### src/rtl/reg_write_arbiter_if.sv
`default_nettype none
// ============================================================================
// Module   : reg_write_arbiter_if
// Brief    : Requester-side bus of the shared-register write arbiter.
// Revision : 1.0 - initial release
// ============================================================================
interface reg_write_arbiter_if #(
    parameter int N     = 4,
    parameter int WIDTH = 8
);
    localparam int c_PW = (N > 1) ? $clog2(N) : 1;

    logic [N-1:0]       req;
    logic [N*WIDTH-1:0] wdata;
    logic [N-1:0]       ack;
    logic               reg_load;
    logic [WIDTH-1:0]   reg_d;
    logic               busy;
    logic [c_PW-1:0]    owner;

    // master = requester/CPU side, slave = the arbiter itself
    modport master (
        output req, wdata,
        input  ack, reg_load, reg_d, busy, owner
    );

    modport slave (
        input  req, wdata,
        output ack, reg_load, reg_d, busy, owner
    );
endinterface
`default_nettype wire

### src/rtl/reg_write_arbiter.sv
`default_nettype none
// ============================================================================
// Module   : reg_write_arbiter
// Brief    : Round-robin write sequencer for one shared DFF-built register.
// Revision : 1.0 - initial release
// ============================================================================
module reg_write_arbiter #(
    parameter int N     = 4,
    parameter int WIDTH = 8
) (
    input  wire logic          clk,
    input  wire logic          rst,
    reg_write_arbiter_if.slave bus
);
    localparam int c_PW = (N > 1) ? $clog2(N) : 1;

    localparam logic [1:0] c_ST_IDLE = 2'd0;
    localparam logic [1:0] c_ST_LOAD = 2'd1;
    localparam logic [1:0] c_ST_ACK  = 2'd2;

    logic [1:0]       r_state;
    logic [1:0]       w_state_nxt;
    logic [c_PW-1:0]  r_ptr;
    logic [c_PW-1:0]  r_owner;
    logic [WIDTH-1:0] r_reg_d;

    logic             w_grant_valid;
    logic [c_PW-1:0]  w_grant_idx;
    logic [c_PW-1:0]  w_ptr_nxt;
    logic [N-1:0]     w_ack;

    // Scan from the highest offset down so the smallest offset from r_ptr wins.
    always_comb begin
        w_grant_valid = 1'b0;
        w_grant_idx   = '0;
        for (int k = N - 1; k >= 0; k--) begin
            if (bus.req[(int'(r_ptr) + k) % N]) begin
                w_grant_valid = 1'b1;
                w_grant_idx   = c_PW'((int'(r_ptr) + k) % N);
            end
        end
    end

    assign w_ptr_nxt = (r_owner == c_PW'(N - 1)) ? '0 : r_owner + 1'b1;

    // State register
    always_ff @(posedge clk) begin
        if (rst) begin
            r_state <= c_ST_IDLE;
        end else begin
            r_state <= w_state_nxt;
        end
    end

    // Next-state logic
    always_comb begin
        w_state_nxt = c_ST_IDLE;
        case (r_state)
            c_ST_IDLE: w_state_nxt = w_grant_valid ? c_ST_LOAD : c_ST_IDLE;
            c_ST_LOAD: w_state_nxt = c_ST_ACK;
            c_ST_ACK:  w_state_nxt = c_ST_IDLE;
            default:   w_state_nxt = c_ST_IDLE;
        endcase
    end

    // Grant capture and pointer advance; the write is frozen once sampled.
    always_ff @(posedge clk) begin
        if (rst) begin
            r_ptr   <= '0;
            r_owner <= '0;
            r_reg_d <= '0;
        end else begin
            if (r_state == c_ST_IDLE && w_grant_valid) begin
                r_owner <= w_grant_idx;
                r_reg_d <= bus.wdata[w_grant_idx*WIDTH +: WIDTH];
            end
            if (r_state == c_ST_ACK) begin
                r_ptr <= w_ptr_nxt;
            end
        end
    end

    // Output decode from registered state only
    always_comb begin
        w_ack = '0;
        if (r_state == c_ST_ACK) begin
            w_ack[r_owner] = 1'b1;
        end
    end

    assign bus.ack      = w_ack;
    assign bus.reg_load = (r_state == c_ST_LOAD);
    assign bus.busy     = (r_state != c_ST_IDLE);
    assign bus.reg_d    = r_reg_d;
    assign bus.owner    = r_owner;

endmodule
`default_nettype wire

### src/flat_wrapper.sv
// flat-port wrapper written by rule: the top's interface ports become plain ports
module reg_write_arbiter_flat 
#(
    parameter int N     = 4,
    parameter int WIDTH = 8
)
  (clk, rst, bus_req, bus_wdata, bus_ack, bus_reg_load, bus_reg_d, bus_busy, bus_owner);
  reg_write_arbiter_if #(.N(N), .WIDTH(WIDTH)) bus_i ();
  input  wire logic clk;
  input  wire logic rst;
  input wire logic [$bits(bus_i.req)-1:0] bus_req;
  input wire logic [$bits(bus_i.wdata)-1:0] bus_wdata;
  output wire logic [$bits(bus_i.ack)-1:0] bus_ack;
  output wire logic [$bits(bus_i.reg_load)-1:0] bus_reg_load;
  output wire logic [$bits(bus_i.reg_d)-1:0] bus_reg_d;
  output wire logic [$bits(bus_i.busy)-1:0] bus_busy;
  output wire logic [$bits(bus_i.owner)-1:0] bus_owner;
  assign bus_i.req = bus_req;
  assign bus_i.wdata = bus_wdata;
  assign bus_ack = bus_i.ack;
  assign bus_reg_load = bus_i.reg_load;
  assign bus_reg_d = bus_i.reg_d;
  assign bus_busy = bus_i.busy;
  assign bus_owner = bus_i.owner;
  reg_write_arbiter #(.N(N), .WIDTH(WIDTH)) u_core (.clk(clk), .rst(rst), .bus(bus_i));
endmodule
### config.mk
export PLATFORM = sky130hd
export DESIGN_NAME = reg_write_arbiter_flat
export DESIGN_NICKNAME = d
export VERILOG_FILES = /design/src/rtl/reg_write_arbiter_if.sv /design/src/rtl/reg_write_arbiter.sv /design/src/flat_wrapper.sv
export SDC_FILE = /design/constraint.sdc
export NUM_CORES = 1
export LEC_CHECK = 0
export ABC_AREA = 1
export BUFFER_PORTS_ARGS = -buffer_cell sky130_fd_sc_hd__buf_2
export CAP_MARGIN = 20
export CORE_ASPECT_RATIO = 1.4
export CORE_MARGIN = 4
export CORE_UTILIZATION = 51
export CTS_CLUSTER_DIAMETER = 30
export DETAILED_ROUTE_END_ITERATION = 16
export GPL_TIMING_DRIVEN = 0
export PLACE_DENSITY = 0.85
export SLEW_MARGIN = 20
export SYNTH_ARGS = -nofsm -noshare
export SYNTH_HDL_FRONTEND = slang
export SYNTH_SLANG_ARGS = --single-unit
### constraint.sdc
create_clock -name clk -period 2.6 [get_ports clk]
set_input_delay 0.52 -clock clk [delete_from_list [all_inputs] [get_ports clk]]
set_output_delay 0.52 -clock clk [all_outputs]
set_load 0.03 [all_outputs]
### Word level (Yosys, flattened, before mapping)

Index checks and enable logic that the tools add are counted.

| word-level totals | value |
|---|---|
| flip-flop bits (word level) | 14 |
| input bits | 38 |
| output and inout port bits | 16 |

| cells by class | value |
|---|---|
| add/subtract/negate cells | 4 |
| $lt $le $gt $ge | 6 |
| equal/unequal tests | 3 |
| shift operators | 1 |
| multiplexer cells | 25 |
| bitwise gates (word level) | 3 |
| reduce and logical (&&, ||, !) cells | 7 |

Operator list:

| cell | number |
|---|---|
| 32-bit by 6-bit indexed part select with 8-bit output | 1 |
| 1-bit 2-to-1 mux | 13 |
| 3-bit by 4-bit less-than comparator with 1-bit output, second input constant | 3 |
| 2-bit 2-to-1 mux | 5 |
| 1-bit binary-select mux with 2-bit select | 4 |
| 2-bit by 3-bit less-than comparator with 1-bit output, second input constant | 2 |
| 2-bit OR reduction | 3 |
| 2-bit by 1-bit adder with 2-bit output, second input constant | 2 |
| 2-bit adder, second input constant | 2 |
| 2-bit equality test, second input constant | 2 |
| 4-bit 2-to-1 mux | 1 |
| 2-bit case mux with 2 select lines | 1 |
| 1-bit bitwise AND, first input constant | 3 |
| 1-bit demux with 2-bit select | 1 |
| 2-bit by 1-bit equality test with 1-bit output, second input constant | 1 |
| 2-bit by 1-bit >= comparator with 1-bit output, second input constant | 1 |
| 1-bit logical AND | 2 |
| 2-bit zero test | 1 |
| 2-bit nonzero test | 1 |

### Longest topological paths before layout

| logic depth | value |
|---|---|
| word-level depth | 12 |
| depth in mapped cells | 14 |

### Least setup slack after synthesis

Ideal clock, no wire load.

| timing path | value |
|---|---|
| path type | input to register |
| from | input bus_req[1] |
| to | register u_core.r_reg_d[3], in the netlist u_core.bus.reg_d[3] |
| data arrival time | 1663 ps |
| slack | 829 ps |
| stages on the path | 13 |
| buffers on the path | 1 |
| cell sequence | inv_1 -> nand2_2 -> nand3_1 -> nand2_2 -> nor3b_4 -> nand2_2 -> nand2_4 -> inv_2 -> buf_6 -> nor2_2 -> nor2_1 -> nand2_1 -> inv_1 |

| between the ends | value |
|---|---|
| cells in the longest elaborated chain, start to end | 8 |
| elaborated cells on any way between the ends | 21 |
| those cells by class | shift (1); mux (19); reduce/logical (1) |

Ends and longest elaborated chain:

| what | RTL line | RTL |
|---|---|---|
| start: declaration | flat_wrapper.sv:11 | `input wire logic [$bits(bus_i.req)-1:0] bus_req;` |
| 1-bit binary-select mux with 2-bit select | reg_write_arbiter.sv:37 | `if (bus.req[(int'(r_ptr) + k) % N]) begin` |
| 1-bit 2-to-1 mux (implied by the code) (2 in a row) | reg_write_arbiter.sv:37 |  |
| 2-bit 2-to-1 mux or 1-bit 2-to-1 mux (tied branches) (4 in a row) | reg_write_arbiter.sv:37 |  |
| 32-bit by 6-bit indexed part select with 8-bit output or 1-bit logical AND (tied branches) | reg_write_arbiter.sv:75, reg_write_arbiter.sv:73 |  |
| end signal: assignment | reg_write_arbiter.sv:75 | `r_reg_d <= bus.wdata[w_grant_idx*WIDTH +: WIDTH];` |
| end: declaration | reg_write_arbiter.sv:25 | `logic [WIDTH-1:0] r_reg_d;` |

Several ways; a longest one is shown, not always the timed one. The select of a mux whose other input is x is not followed.
A chain may end at the register's enable or synchronous reset.

### Worst setup path in the final report

| timing path | value |
|---|---|
| from | register u_core.r_ptr[0] |
| to | register u_core.r_reg_d[2], in the netlist u_core.bus.reg_d[2] |

| between the ends | value |
|---|---|
| cells in the longest elaborated chain, start to end | 9 |
| elaborated cells on any way between the ends | 24 |
| those cells by class | add/sub (3); shift (1); mux (19); reduce/logical (1) |

Ends and longest elaborated chain:

| what | RTL line | RTL |
|---|---|---|
| start: declaration | reg_write_arbiter.sv:23 | `logic [c_PW-1:0] r_ptr;` |
| start signal: assignment | reg_write_arbiter.sv:78 | `r_ptr <= w_ptr_nxt;` |
| 2-bit adder | reg_write_arbiter.sv:37, reg_write_arbiter.sv:39 |  |
| 1-bit binary-select mux with 2-bit select | reg_write_arbiter.sv:37 |  |
| 1-bit 2-to-1 mux (implied by the code) (2 in a row) | reg_write_arbiter.sv:37 |  |
| 2-bit 2-to-1 mux or 1-bit 2-to-1 mux (tied branches) (4 in a row) | reg_write_arbiter.sv:37 |  |
| 32-bit by 6-bit indexed part select with 8-bit output or 1-bit logical AND (tied branches) | reg_write_arbiter.sv:75, reg_write_arbiter.sv:73 |  |

Several ways; a longest one is shown, not always the timed one. The select of a mux whose other input is x is not followed.

==> summary by stage <==
Synth
The most frequently used flop master after synthesis is dfxtp_1. The area share of the largest cell type after synthesis is 22.5%. The most repeated cell in the gate-level netlist after synthesis is inv_1. The proportion of synthesized flip-flops having asynchronous set or reset is 0%. The synthesized-area fraction occupied by ao, oa, aoi and oai cells is 5.22%.

The commonest cells after synthesis are inv_1, nand2_1, nand3_1. The combinational family with the most area after synthesis is simple AND/OR/NAND/NOR gates. The mean post-synth cell area is 5.78 µm². For this run, the register share of the synthesized area comes to 22.5%. Yosys mapped a number of flops with a built-in enable equal to 0. By area the synthesized netlist is led by dfxtp_1, inv_1, nand3_1.

The area of the mapped netlist is 0.00125 mm². The count of different cell masters after synthesis is 23. The post-synthesis register bit count is 14.

The number of warning messages in the yosys log is 0. The adder-cell area share of the yosys netlist is 4.01%. The largest total area in the synthesized netlist belongs to dfxtp_1. Summing the areas of all and, or, nand and nor instances in the mapped netlist gives 46.5% of the synthesized area.

When the netlist entered floorplanning its net count stood at 258. Summing the areas of all xor and xnor instances in the mapped netlist gives 0.702% of the synthesized area. The portion of netlist area occupied by mux cells is 0%. The post-synthesis instance total is 216.

Setup path
The type of element launching the critical path is a flop. The critical path ends at u_core.bus.reg_d[2]. In this run the critical register-to-register path is captured at u_core.bus.reg_d[2]. The number of buffer and inverter instances along the worst setup path is 4. The path length in cells of the critical path is 14. Of all nets on the critical path, the largest fanout is 10. The worst endpoint required time is 2.79 ns. Walking the worst path, the cells encountered are buf_6, nand2_1, o21ai_2, nand2_2, nand2_2, inv_1, nand2_1, nand2_1, nor2_4, inv_1, nand3_1, nand3_1, nand2_1, inv_1. The capturing element type of the critical path is a flop.

The library cell contributing the largest single delay on the critical path is dfxtp_1. The worst setup slack for register-to-register paths is 0.77 ns. The worst flop-to-flop path startpoint is u_core.r_ptr[0].

For this run, the slowest stage of the critical path takes 0.35 ns. In this design, the critical path's most frequently occurring cell is nand2_1. The worst setup path is of the reg -> reg kind. STA puts the critical path data arrival time at 2.02 ns.

The launching instance or port of the critical path is u_core.r_ptr[0]. The kind of cell with the highest combined delay on the critical path is simple AND/OR/NAND/NOR gates. The depth of the worst register-to-register path is 14.

Placement
The final HPWL from detailed placement is 2.43 mm. The total of buffers placed on input and output ports is 53. The pre-CTS worst setup slack is 0.571 ns.

The cell count after placement is 291. Routability-driven placement finished with a final weighted congestion of 0.816. In this run the cell area measured after placement is 0.00154 mm².

Floorplan
From bottom edge to top edge, the die measures 66.5 µm. The number of standard-cell rows in the floorplan is 20. The floorplan step defined a die boundary enclosing 0.00331 mm². The number of top-level design ports is 54. After floorplanning, the core was sized to cover 0.00225 mm².

The die width is 49.8 µm. The initial utilization of the core area, before any placement, comes to 55.4%.

Pwr
The proportion of power drawn by flip-flops and latches is 29.4%. The total power divided by cell area is 613 mW/mm². The internal power of the cells totals 529 µW. In this run the power spent charging and discharging nets is 436 µW. The switching fraction of total power is 45.2%. The power share of the combinational group is 54.7%.

The static leakage power is 0.999 nW. VDD sags by at most 0.000444 V. Of the total power, the clock network draws 15.9%.

Global routing
The met2 capacity usage during global routing is 34.1%. The via count of the first global-routing pass came to 1195. For met3 alone, demand over resource in global routing was 3.13%. The aggregate global routing overflow is 0. The most used routing layer is met2.

The number of antenna violations at the first check in global routing is 0. The first global-routing pass estimated 4.81 mm of wire. In the global route stage, met1 resource usage came out at 21.3%. Entering global routing, the biggest net connects 11 pins. The overall global routing resource usage is 18.2%.

Routing
For this block, the via count after detailed routing is 1412. After detailed routing, the number of remaining DRC violations is 0. The routed wire length is 2.86 mm. In this run, the number of DRC markers left after iteration 0 of detailed routing was 22.

The average routed wire per standard cell is 9.69 µm. Before antenna repair, the detailed router went through 4 iterations. The count of nets left with antenna violations after detail routing is 0. In the routed layout, each cell is associated on average with a via count of 4.79.

Final layout
The fraction of layout cells with a size suffix above 1 is 29.7%. The area growth from synthesis to layout is 26.4%. The number of cells in the finished layout apart from fillers is 295.

The total number of nets in the final design is 316. 0 antenna diodes ended up in the layout. Measured on the finished design, the core utilization comes to 70.0%.

With fillers left out, the area of the finished cells amounts to 0.00158 mm².

Clock tree
The clock root buffer master is clkbuf_4. The sink count of the clock tree is 14. Clock latency on the worst-skew pair, taken at its later pin, is 0.28 ns. Post-CTS timing repair inserted 0 buffers for setup. The quantity of hold-fixing buffers added after cts is 0. Buffers inserted during clock tree synthesis total 3.

Clock-pin slew was measured on the worst setup and hold paths at 0.08 ns. Post-CTS repair changed the size of 0 cells. TritonCTS built the clock tree. The maximum level of the CTS H-tree is 1. The clock tree buffer depth is 2.

STA
Measured against its own limit, the worst slew margin works out to 83.1%. The final count of hold timing violations came to 0. Setup violations remaining at the end of the flow were counted as 0. Setup repair after global routing left no endpoint under its margin. The number of slew-limit violations in the final report is 0. The highest attainable clock frequency is 545 MHz.

Between clock sinks in the finished design, the worst skew comes to 0.00393 ns. The part of the cycle the worst path needs is 70.5%. At the pin with the least slew margin, the transition time is 0.252 ns.

Adding up every negative setup slack in the final design gives 0 ns. The minimum clock period after layout is 1.83 ns. The smallest setup slack after layout is 0.766 ns.

Min path
In this run the worst hold path is classified as reg -> reg. In this run the most critical hold path is launched from u_core.r_state[0].

Job
The number of violations of the max-capacitance limit is 0.

Run status
The run finished with clean final reports.
[power by group through the flow]
stage	combinational (mW)	clock, mW	sequential (mW)
floorplan	0.330	0	0.358
global placement	0.526	0	0.288
detailed placement	0.533	0	0.289
CTS	0.535	0.157	0.284
global route	0.593	0.167	0.291
finish	0.528	0.154	0.284
[cell families after synthesis]
group           count (synthesis)
compound gates                 10
buf+inv                        64
xor+xnor                        1
flops                          14
simple gates                  123
fa+ha+maj                       4
[sequential cells by signal, indices dropped and copies added, names as in the netlist]
register / count
u_core.bus.owner: 2
u_core.r_ptr: 2
u_core.bus.reg_d: 8
u_core.r_state: 2
[per-layer routing]
metal  up-vias  wire length (µm)
met5         -                 0
met4         0                29
met3         4               202
met2        43              1500
met1       602              1130
li1        763                 -
[layout make-up]
cell class | count | area [µm²]
Buffer | 6 | 45.0
Tap cell | 22 | 27.5
Inverter | 58 | 218
Fill cell | 239 | 676
Timing Repair Buffer | 53 | 265
Clock buffer | 4 | 36.3
Multi-Input combinational cell | 138 | 704
Sequential cell | 14 | 280
[worst register-to-register path: stages, from the launching register on]
cell and delay (ns):
dfxtp_1 0.35, buf_6 0.15, nand2_1 0.07, o21ai_2 0.07, nand2_2 0.09, nand2_2 0.09, inv_1 0.04, nand2_1 0.06
nand2_1 0.08, nor2_4 0.23, inv_1 0.19, nand3_1 0.15, nand3_1 0.09, nand2_1 0.06, inv_1 0.03
[worst min-delay path by stage]
stage,endpoint,cells past startpoint
2_1_floorplan,u_core.r_state[1],2
3_3_place_gp,u_core.r_state[1],2
3_5_place_dp,u_core.r_state[1],2
4_1_cts,u_core.r_state[1],2
5_1_grt,u_core.r_state[1],2
6_report,u_core.r_state[1],2
[per-stage QoR]
stage          power, mW  hold slack (ns)
6_report           0.966            0.461
5_1_grt             1.05            0.512
4_1_cts            0.977            0.460
3_5_place_dp       0.822            0.459
3_3_place_gp       0.814            0.456
2_1_floorplan      0.687            0.443
[layout by cell type (no fill, tap or decap), types with 2 or more instances in the layout]
cell type and n:
a211oi_1 4, a21oi_1 3, buf_2 56, buf_6 2, clkbuf_4 3, dfxtp_1 14
ha_1 4, inv_1 56, inv_2 2, nand2_1 41, nand2_2 7, nand3_1 40
nand3_2 2, nor2_1 26, nor2_2 3
Power figures use the tool's default switching activity.
